[src/rtl/cpu_pkg.sv]
// Shared CPU constants: ALU opcodes, ALU FSM states, flag bit positions and
// register-file write-position codes, used by the ALU, decoder and register file.
package cpu_pkg;

  localparam logic [3:0] OP_ADD  = 4'd0;
  localparam logic [3:0] OP_SUB  = 4'd1;
  localparam logic [3:0] OP_AND  = 4'd2;
  localparam logic [3:0] OP_OR   = 4'd3;
  localparam logic [3:0] OP_XOR  = 4'd4;
  localparam logic [3:0] OP_NOT  = 4'd5;
  localparam logic [3:0] OP_SHL  = 4'd6;
  localparam logic [3:0] OP_SHR  = 4'd7;
  localparam logic [3:0] OP_LDHI = 4'd8;
  localparam logic [3:0] OP_LDLO = 4'd9;
  localparam logic [3:0] OP_CMP  = 4'd10;
  localparam logic [3:0] OP_MUL  = 4'd11;

  typedef enum logic [1:0] {
    ST_IDLE = 2'd0,
    ST_MUL  = 2'd1,
    ST_DONE = 2'd2
  } alu_state_t;

  // Flags are packed {Z,N,C,V}.
  localparam int FLAG_Z = 3;
  localparam int FLAG_N = 2;
  localparam int FLAG_C = 1;
  localparam int FLAG_V = 0;

  localparam logic [1:0] WPOS_WORD = 2'd0;
  localparam logic [1:0] WPOS_LO   = 2'd1;
  localparam logic [1:0] WPOS_HI   = 2'd2;

  // Ops that write rD: everything up to LDLO, plus MUL.
  function automatic logic op_writes(input logic [3:0] op);
    return (op <= OP_LDLO) || (op == OP_MUL);
  endfunction

endpackage

[src/rtl/alu_mul.sv]
// Iterative shift-add multiplier: one partial-product step per enabled cycle.
// O_done and O_product are combinational so the caller can capture on the last step.
module alu_mul #(
  parameter int WIDTH      = 16,
  parameter int MUL_CYCLES = 16
) (
  input  logic               I_clk,
  input  logic               I_reset,
  input  logic               I_enable,
  input  logic               I_start,
  input  logic [WIDTH-1:0]   I_a,
  input  logic [WIDTH-1:0]   I_b,
  output logic               O_busy,
  output logic               O_done,
  output logic [2*WIDTH-1:0] O_product
);

  localparam int CNT_W = $clog2(MUL_CYCLES + 1);

  logic [2*WIDTH-1:0] mcand_q;
  logic [WIDTH-1:0]   mplier_q;
  logic [2*WIDTH-1:0] prod_q;
  logic [2*WIDTH-1:0] prod_d;
  logic [CNT_W-1:0]   cnt_q;

  always_comb begin
    prod_d = prod_q + (mplier_q[0] ? mcand_q : '0);
  end

  assign O_busy    = (cnt_q != '0);
  assign O_done    = O_busy && (cnt_q == CNT_W'(1));
  assign O_product = prod_d;

  always_ff @(posedge I_clk or posedge I_reset) begin
    if (I_reset) begin
      mcand_q  <= '0;
      mplier_q <= '0;
      prod_q   <= '0;
      cnt_q    <= '0;
    end else if (I_enable) begin
      if (I_start && !O_busy) begin
        mcand_q  <= {{WIDTH{1'b0}}, I_a};
        mplier_q <= I_b;
        prod_q   <= '0;
        cnt_q    <= CNT_W'(MUL_CYCLES);
      end else if (O_busy) begin
        prod_q   <= prod_d;
        mcand_q  <= mcand_q << 1;
        mplier_q <= mplier_q >> 1;
        cnt_q    <= cnt_q - CNT_W'(1);
      end
    end
  end

endmodule

[src/rtl/alu_stage.sv]
// ALU pipeline stage: single-cycle datapath plus IDLE/MUL/DONE control FSM.
// Single-cycle results are computed from the inputs on acceptance and registered.
module alu_stage
  import cpu_pkg::*;
#(
  parameter int WIDTH      = 16,
  parameter int MUL_CYCLES = 16
) (
  input  logic             I_clk,
  input  logic             I_reset,
  input  logic             I_enable,
  input  logic             I_start,
  input  logic [3:0]       I_aluop,
  input  logic [WIDTH-1:0] I_dataA,
  input  logic [WIDTH-1:0] I_dataB,
  input  logic [7:0]       I_imm,
  output logic [WIDTH-1:0] O_result,
  output logic             O_write,
  output logic [1:0]       O_write_pos,
  output logic [3:0]       O_flags,
  output logic             O_busy,
  output logic             O_done
);

  alu_state_t       state_q;
  logic [WIDTH-1:0] result_q;
  logic             write_q;
  logic [1:0]       wpos_q;
  logic [3:0]       flags_q;
  logic             busy_q;
  logic             done_q;

  logic [WIDTH-1:0]   res_d;
  logic [1:0]         wpos_d;
  logic [3:0]         flags_d;
  logic [3:0]         mflags_d;
  logic [WIDTH:0]     sum;
  logic               mul_start;
  logic               mul_busy;
  logic               mul_done;
  logic [2*WIDTH-1:0] mul_prod;

  assign mul_start = I_start && (state_q == ST_IDLE) && (I_aluop == OP_MUL);

  alu_mul #(.WIDTH(WIDTH), .MUL_CYCLES(MUL_CYCLES)) u_mul (
    .I_clk     (I_clk),
    .I_reset   (I_reset),
    .I_enable  (I_enable),
    .I_start   (mul_start),
    .I_a       (I_dataA),
    .I_b       (I_dataB),
    .O_busy    (mul_busy),
    .O_done    (mul_done),
    .O_product (mul_prod)
  );

  always_comb begin
    res_d   = '0;
    wpos_d  = WPOS_WORD;
    flags_d = '0;
    sum     = '0;
    case (I_aluop)
      OP_ADD: begin
        sum              = {1'b0, I_dataA} + {1'b0, I_dataB};
        res_d            = sum[WIDTH-1:0];
        flags_d[FLAG_C]  = sum[WIDTH];
        flags_d[FLAG_V]  = (I_dataA[WIDTH-1] == I_dataB[WIDTH-1]) &&
                           (res_d[WIDTH-1] != I_dataA[WIDTH-1]);
      end
      OP_SUB, OP_CMP: begin
        // The extra MSB of the difference is the unsigned borrow.
        sum              = {1'b0, I_dataA} - {1'b0, I_dataB};
        res_d            = sum[WIDTH-1:0];
        flags_d[FLAG_C]  = sum[WIDTH];
        flags_d[FLAG_V]  = (I_dataA[WIDTH-1] != I_dataB[WIDTH-1]) &&
                           (res_d[WIDTH-1] != I_dataA[WIDTH-1]);
      end
      OP_AND:  res_d = I_dataA & I_dataB;
      OP_OR:   res_d = I_dataA | I_dataB;
      OP_XOR:  res_d = I_dataA ^ I_dataB;
      OP_NOT:  res_d = ~I_dataA;
      OP_SHL:  res_d = I_dataA << I_dataB[3:0];
      OP_SHR:  res_d = I_dataA >> I_dataB[3:0];
      OP_LDHI: begin
        res_d  = {I_imm, 8'h00};
        wpos_d = WPOS_HI;
      end
      OP_LDLO: begin
        res_d  = {8'h00, I_imm};
        wpos_d = WPOS_LO;
      end
      default: ;
    endcase
    flags_d[FLAG_Z] = (res_d == '0);
    flags_d[FLAG_N] = res_d[WIDTH-1];

    mflags_d         = '0;
    mflags_d[FLAG_Z] = (mul_prod[WIDTH-1:0] == '0);
    mflags_d[FLAG_N] = mul_prod[WIDTH-1];
    mflags_d[FLAG_C] = (mul_prod[2*WIDTH-1:WIDTH] != '0);
  end

  always_ff @(posedge I_clk or posedge I_reset) begin
    if (I_reset) begin
      state_q  <= ST_IDLE;
      result_q <= '0;
      write_q  <= 1'b0;
      wpos_q   <= WPOS_WORD;
      flags_q  <= '0;
      busy_q   <= 1'b0;
      done_q   <= 1'b0;
    end else if (I_enable) begin
      case (state_q)
        ST_IDLE: begin
          if (I_start) begin
            if (I_aluop == OP_MUL) begin
              state_q <= ST_MUL;
              busy_q  <= 1'b1;
            end else begin
              state_q <= ST_DONE;
              done_q  <= 1'b1;
              write_q <= op_writes(I_aluop);
              if (op_writes(I_aluop)) begin
                result_q <= res_d;
                wpos_q   <= wpos_d;
              end
              if (I_aluop <= OP_MUL) flags_q <= flags_d;
            end
          end
        end
        ST_MUL: begin
          if (mul_done) begin
            state_q  <= ST_DONE;
            busy_q   <= 1'b0;
            done_q   <= 1'b1;
            write_q  <= 1'b1;
            result_q <= mul_prod[WIDTH-1:0];
            wpos_q   <= WPOS_WORD;
            flags_q  <= mflags_d;
          end
        end
        default: begin
          state_q <= ST_IDLE;
          done_q  <= 1'b0;
          write_q <= 1'b0;
        end
      endcase
    end
  end

  assign O_result    = result_q;
  assign O_write     = write_q;
  assign O_write_pos = wpos_q;
  assign O_flags     = flags_q;
  assign O_busy      = busy_q;
  assign O_done      = done_q;

endmodule

[config.mk]
export PLATFORM = sky130hd
export DESIGN_NAME = alu_stage
export DESIGN_NICKNAME = d
export VERILOG_FILES = /design/src/rtl/cpu_pkg.sv /design/src/rtl/alu_mul.sv /design/src/rtl/alu_stage.sv
export SDC_FILE = /design/constraint.sdc
export NUM_CORES = 1
export LEC_CHECK = 0
export CAP_MARGIN = 20
export CELL_PAD_IN_SITES_DETAIL_PLACEMENT = 2
export CELL_PAD_IN_SITES_GLOBAL_PLACEMENT = 2
export CORE_ASPECT_RATIO = 0.6
export CORE_MARGIN = 2
export CORE_UTILIZATION = 35
export DETAILED_ROUTE_END_ITERATION = 6
export GPL_TIMING_DRIVEN = 1
export HOLD_SLACK_MARGIN = 0.12
export PLACE_DENSITY_LB_ADDON = 0.1
export SYNTH_ARGS = -nofsm -noshare
export SYNTH_HDL_FRONTEND = slang
export SYNTH_SLANG_ARGS = --single-unit
[constraint.sdc]
create_clock -name I_clk -period 5.6 [get_ports I_clk]
set_input_delay 1.4 -clock I_clk [delete_from_list [all_inputs] [get_ports I_clk]]
set_output_delay 1.4 -clock I_clk [all_outputs]
set_load 0.01 [all_outputs]
==> results.py <==
metrics = {
    "floorplan": {
        "ios": 73,
        "dieArea_um2": 32600,
        "initial_core_util_pct": 35.3,
        "placeableCoreArea_um2": 30900,
        "cell_row_count": 50,
        "chipWidth_um": 232,
        "die_h_um": 141,
    },
    "drt": {
        "post-route-drc-count": 0,
        "drt-pass1-iter-count": 6,
        "routed_wirelength_mm": 52.0,
        "drt-initial-drc-count": 1195,
        "routedWlPerCell_um": 28.5,
        "via_per_inst": 6.32,
        "drt.antenna.violating_nets": 0,
        "dr_total_vias": 11500,
    },
    "logic_synthesis": {
        "synth_enable_flop_cells": 0,
        "netlist_instances": 1346,
        "synth-seq-cells": 112,
        "yosysWarningCount": 0,
        "synth.net_count": 1482,
        "post_synth.cell_area_avg_um2": 8.10,
        "ys_async_sr_fraction_pct": 100,
        "mappedNetlistArea_um2": 10900,
        "proportion_of_synthesized_chip_area_in_sequential_cells_pct": 25.7,
        "ys.flop_type": "sky130_fd_sc_hd__dfrtp_1",
        "synth.distinct_cells": 82,
    },
    "clock_network": {
        "cts_bufs_inserted": 9,
        "cts.htree.levels": 3,
        "tritoncts_clock_tree": "built",
        "cts_hold_repair.buffers": 0,
        "clk_transition_reported_paths_ns": 0.08,
        "cts.sinks": 112,
        "clk_latency_ns": 0.38,
        "cts_setup_buffers": 0,
        "cts.root.buffer_cell": "sky130_fd_sc_hd__clkbuf_16",
        "clk_path_buf_depth": 2,
        "post_cts_resize_count": 0,
    },
    "sta": {
        "timing.clock.skew_ns": 0.00910,
        "tightest_slew_ns": 1.03,
        "maxSlewViolCount": 0,
        "grt_setup_unrepaired": "false",
        "max_freq_mhz": 195,
        "slew-limit-headroom_pct": 30.8,
        "setup-tns-final_ns": 0,
        "setup_viol": 0,
        "post-route-period-util_pct": 91.8,
        "finalHoldViolations": 0,
        "finalCriticalPeriod_ns": 5.14,
    },
    "placement": {
        "finalWeightedCongestion": 0.981,
        "placement.io_buffers": 72,
        "dpl_cell_area_um2": 12300,
        "hpwl_mm": 42.1,
    },
    "worst_setup_path": {
        "critical_path_peak_fanout": 4,
        "critPathRequiredTime_ns": 5.87,
        "worstSetupStartpointType": "primary input",
        "worst_path_arrival_ns": 5.41,
        "timing.critical_path.to_type": "flop",
        "timing.setup.critical_path_class": "primary input to flop",
    },
    "finish": {
        "fillCellCount": 3509,
        "seq_area_um2": 2800,
        "nets": 1542,
        "syn_to_final_growth_pct": 15.2,
        "multi_input_combinational_cell_area_um2": 7480,
        "finish.instance_area_um2": 12600,
        "drive_gt1_share_pct": 9.14,
        "antenna_diode_instance_count": 0,
    },
    "grt": {
        "wire_length_of_the_first_global_routing_pass_mm": 78.9,
        "gr-usage-all-layers_pct": 32.4,
        "via_count_of_the_first_global_routing_pass": 11800,
        "maximum_number_of_pins_on_one_net_before_global_route_repair": 91,
        "total_congestion_overflow_after_global_routing": 0,
        "grt_antenna_before_repair": 0,
    },
    "power": {
        "total_leakage_power_uw": 0.00565,
        "irDropWorstVdd_uv": 185,
        "power_per_cell_area_nw_per_um2": 239,
    },
    "outcome": {
        "status": "finished, final reports clean",
    },
    "run": {
        "max_cap_violations": 0,
    },
    "min_path": {
        "worstHoldPathType": "flop to flop",
    },
}
state kept, by name, summed over array words and instances, names as in the netlist:
signal          flops
u_mul.mplier_q     16
u_mul.cnt_q         5
O_flags             4
O_write_pos         2
u_mul.mcand_q      32
u_mul.prod_q       32
state_q             2
O_result           16
O_write             1
O_done              1
O_busy              1
per-stage QoR:
step | setup WS (ns) | hold WS (ns) | power (µW) | cells | utilization, %
after global placement | 0.356 | 0.464 | 2290 | 1811 | 39.8
after detailed placement | 0.212 | 0.483 | 2320 | 1811 | 39.8
after global routing | 0.253 | 0.519 | 3160 | 1827 | 40.7
after CTS | 0.577 | 0.502 | 2990 | 1827 | 40.7
after floorplan | 0.926 | 0.450 | 1710 | 1346 | -
final | 0.461 | 0.496 | 3000 | 1827 | 40.7
layer usage:
| metal | track usage (%) | wire, µm |
|---|---|---|
| met1 | 51.4 | 26400 |
| met2 | 40.3 | 18800 |
| met3 | 11.9 | 6040 |
| met4 | 5.40 | 742 |
| met5 | 0 | 0 |
worst paths after layout:
check / startpoint / to / slack [ns] / depth (start not counted)
worst max-delay path: I_dataA[0] / O_result[14] / 0.46 / 13
worst min-delay path: O_result[12] / O_result[12] / 0.50 / 2
worst max register to register: u_mul.mplier_q[0] / O_flags[1] / 1.45 / 12
worst min register to register: O_result[12] / O_result[12] / 0.50 / 2
max in group asynchronous: I_reset / u_mul.prod_q[27] / 3.25 / 3
min in group asynchronous: I_reset / u_mul.prod_q[9] / 1.42 / 2
layout make-up:
class,instances,area share [%]
repair buffers,137,9.68
clock inverters,7,0.428
well taps,416,4.14
flip-flops and latches,112,22.3
inverters,71,2.14
clock buffers,9,1.79
multi-input cells,1075,59.5
worst max-delay path: stages:
cell and delay [ns]:
sky130_fd_sc_hd__clkdlybuf4s50_1 0.43, sky130_fd_sc_hd__inv_1 0.13, sky130_fd_sc_hd__ha_1 0.21, sky130_fd_sc_hd__inv_1 0.07
sky130_fd_sc_hd__fa_1 0.43, sky130_fd_sc_hd__nor2b_1 0.21, sky130_fd_sc_hd__o211ai_1 0.36, sky130_fd_sc_hd__a31oi_1 0.18
sky130_fd_sc_hd__a2111oi_1 0.89, sky130_fd_sc_hd__o221ai_1 0.37, sky130_fd_sc_hd__a2111oi_2 0.42, sky130_fd_sc_hd__a211oi_1 0.13
sky130_fd_sc_hd__a21o_1 0.18
layout by cell type, fill, tap and decap left out, types with 30 or more instances in the layout:
cell,Yosys,routed
sky130_fd_sc_hd__dfrtp_1,112,112
sky130_fd_sc_hd__and2_1,35,35
sky130_fd_sc_hd__a22o_1,42,42
sky130_fd_sc_hd__ha_1,85,85
sky130_fd_sc_hd__o21ai_0,113,113
sky130_fd_sc_hd__nand2_1,113,112
sky130_fd_sc_hd__a21o_1,30,30
sky130_fd_sc_hd__clkdlybuf4s50_1,0,71
sky130_fd_sc_hd__a21oi_1,104,104
sky130_fd_sc_hd__inv_1,71,70
sky130_fd_sc_hd__buf_4,6,64
sky130_fd_sc_hd__nor2_1,120,119
cells in the mapped netlist, types with 9 or more instances:
library cell,n,share of area (%)
sky130_fd_sc_hd__nand2b_1,15,0.86
sky130_fd_sc_hd__a22o_1,42,3.4
sky130_fd_sc_hd__a221oi_1,9,0.72
sky130_fd_sc_hd__a222oi_1,11,1.0
sky130_fd_sc_hd__or3_1,9,0.52
sky130_fd_sc_hd__mux2i_1,27,2.5
sky130_fd_sc_hd__o21ai_0,113,5.2
sky130_fd_sc_hd__a31oi_1,19,1.1
sky130_fd_sc_hd__nor3_1,23,1.1
sky130_fd_sc_hd__a21oi_1,104,4.8
sky130_fd_sc_hd__a21o_1,30,2.1
sky130_fd_sc_hd__buf_2,15,0.69
sky130_fd_sc_hd__nor2_1,120,4.1
sky130_fd_sc_hd__nand2_1,113,3.9
sky130_fd_sc_hd__nand3_1,23,1.1
sky130_fd_sc_hd__ha_1,85,9.8
sky130_fd_sc_hd__dfrtp_1,112,26
sky130_fd_sc_hd__inv_1,71,2.4
sky130_fd_sc_hd__a211oi_1,25,1.7
sky130_fd_sc_hd__clkbuf_1,64,2.2
sky130_fd_sc_hd__mux4_2,14,2.9
sky130_fd_sc_hd__o21a_1,10,0.69
sky130_fd_sc_hd__nand4_1,21,1.2
sky130_fd_sc_hd__xnor2_1,22,1.8
sky130_fd_sc_hd__nor2b_1,19,1.1
sky130_fd_sc_hd__and2_1,35,2.0
sky130_fd_sc_hd__xor2_1,11,0.88
cell families (layout without fill, tap and decap cells):
| kind of cell | after synthesis | in the layout | share of synthesized area [%] |
|---|---|---|---|
| flip-flops | 112 | 112 | 25.7 |
| AND/OR/NAND/NOR | 424 | 424 | 19.2 |
| AO/OA/AOI/OAI | 482 | 482 | 30.2 |
| buffers and inverters | 159 | 224 | 5.92 |
| adder cells (fa/ha/maj) | 88 | 88 | 10.3 |
| multiplexers | 48 | 48 | 6.09 |
| XOR/XNOR | 33 | 33 | 2.65 |
report_power, final:
part,switching [µW],internal (µW),total (µW)
registers,108,921,1030
logic,822,497,1320
clock network,342,309,651
(Power assumes the default switching activity.)
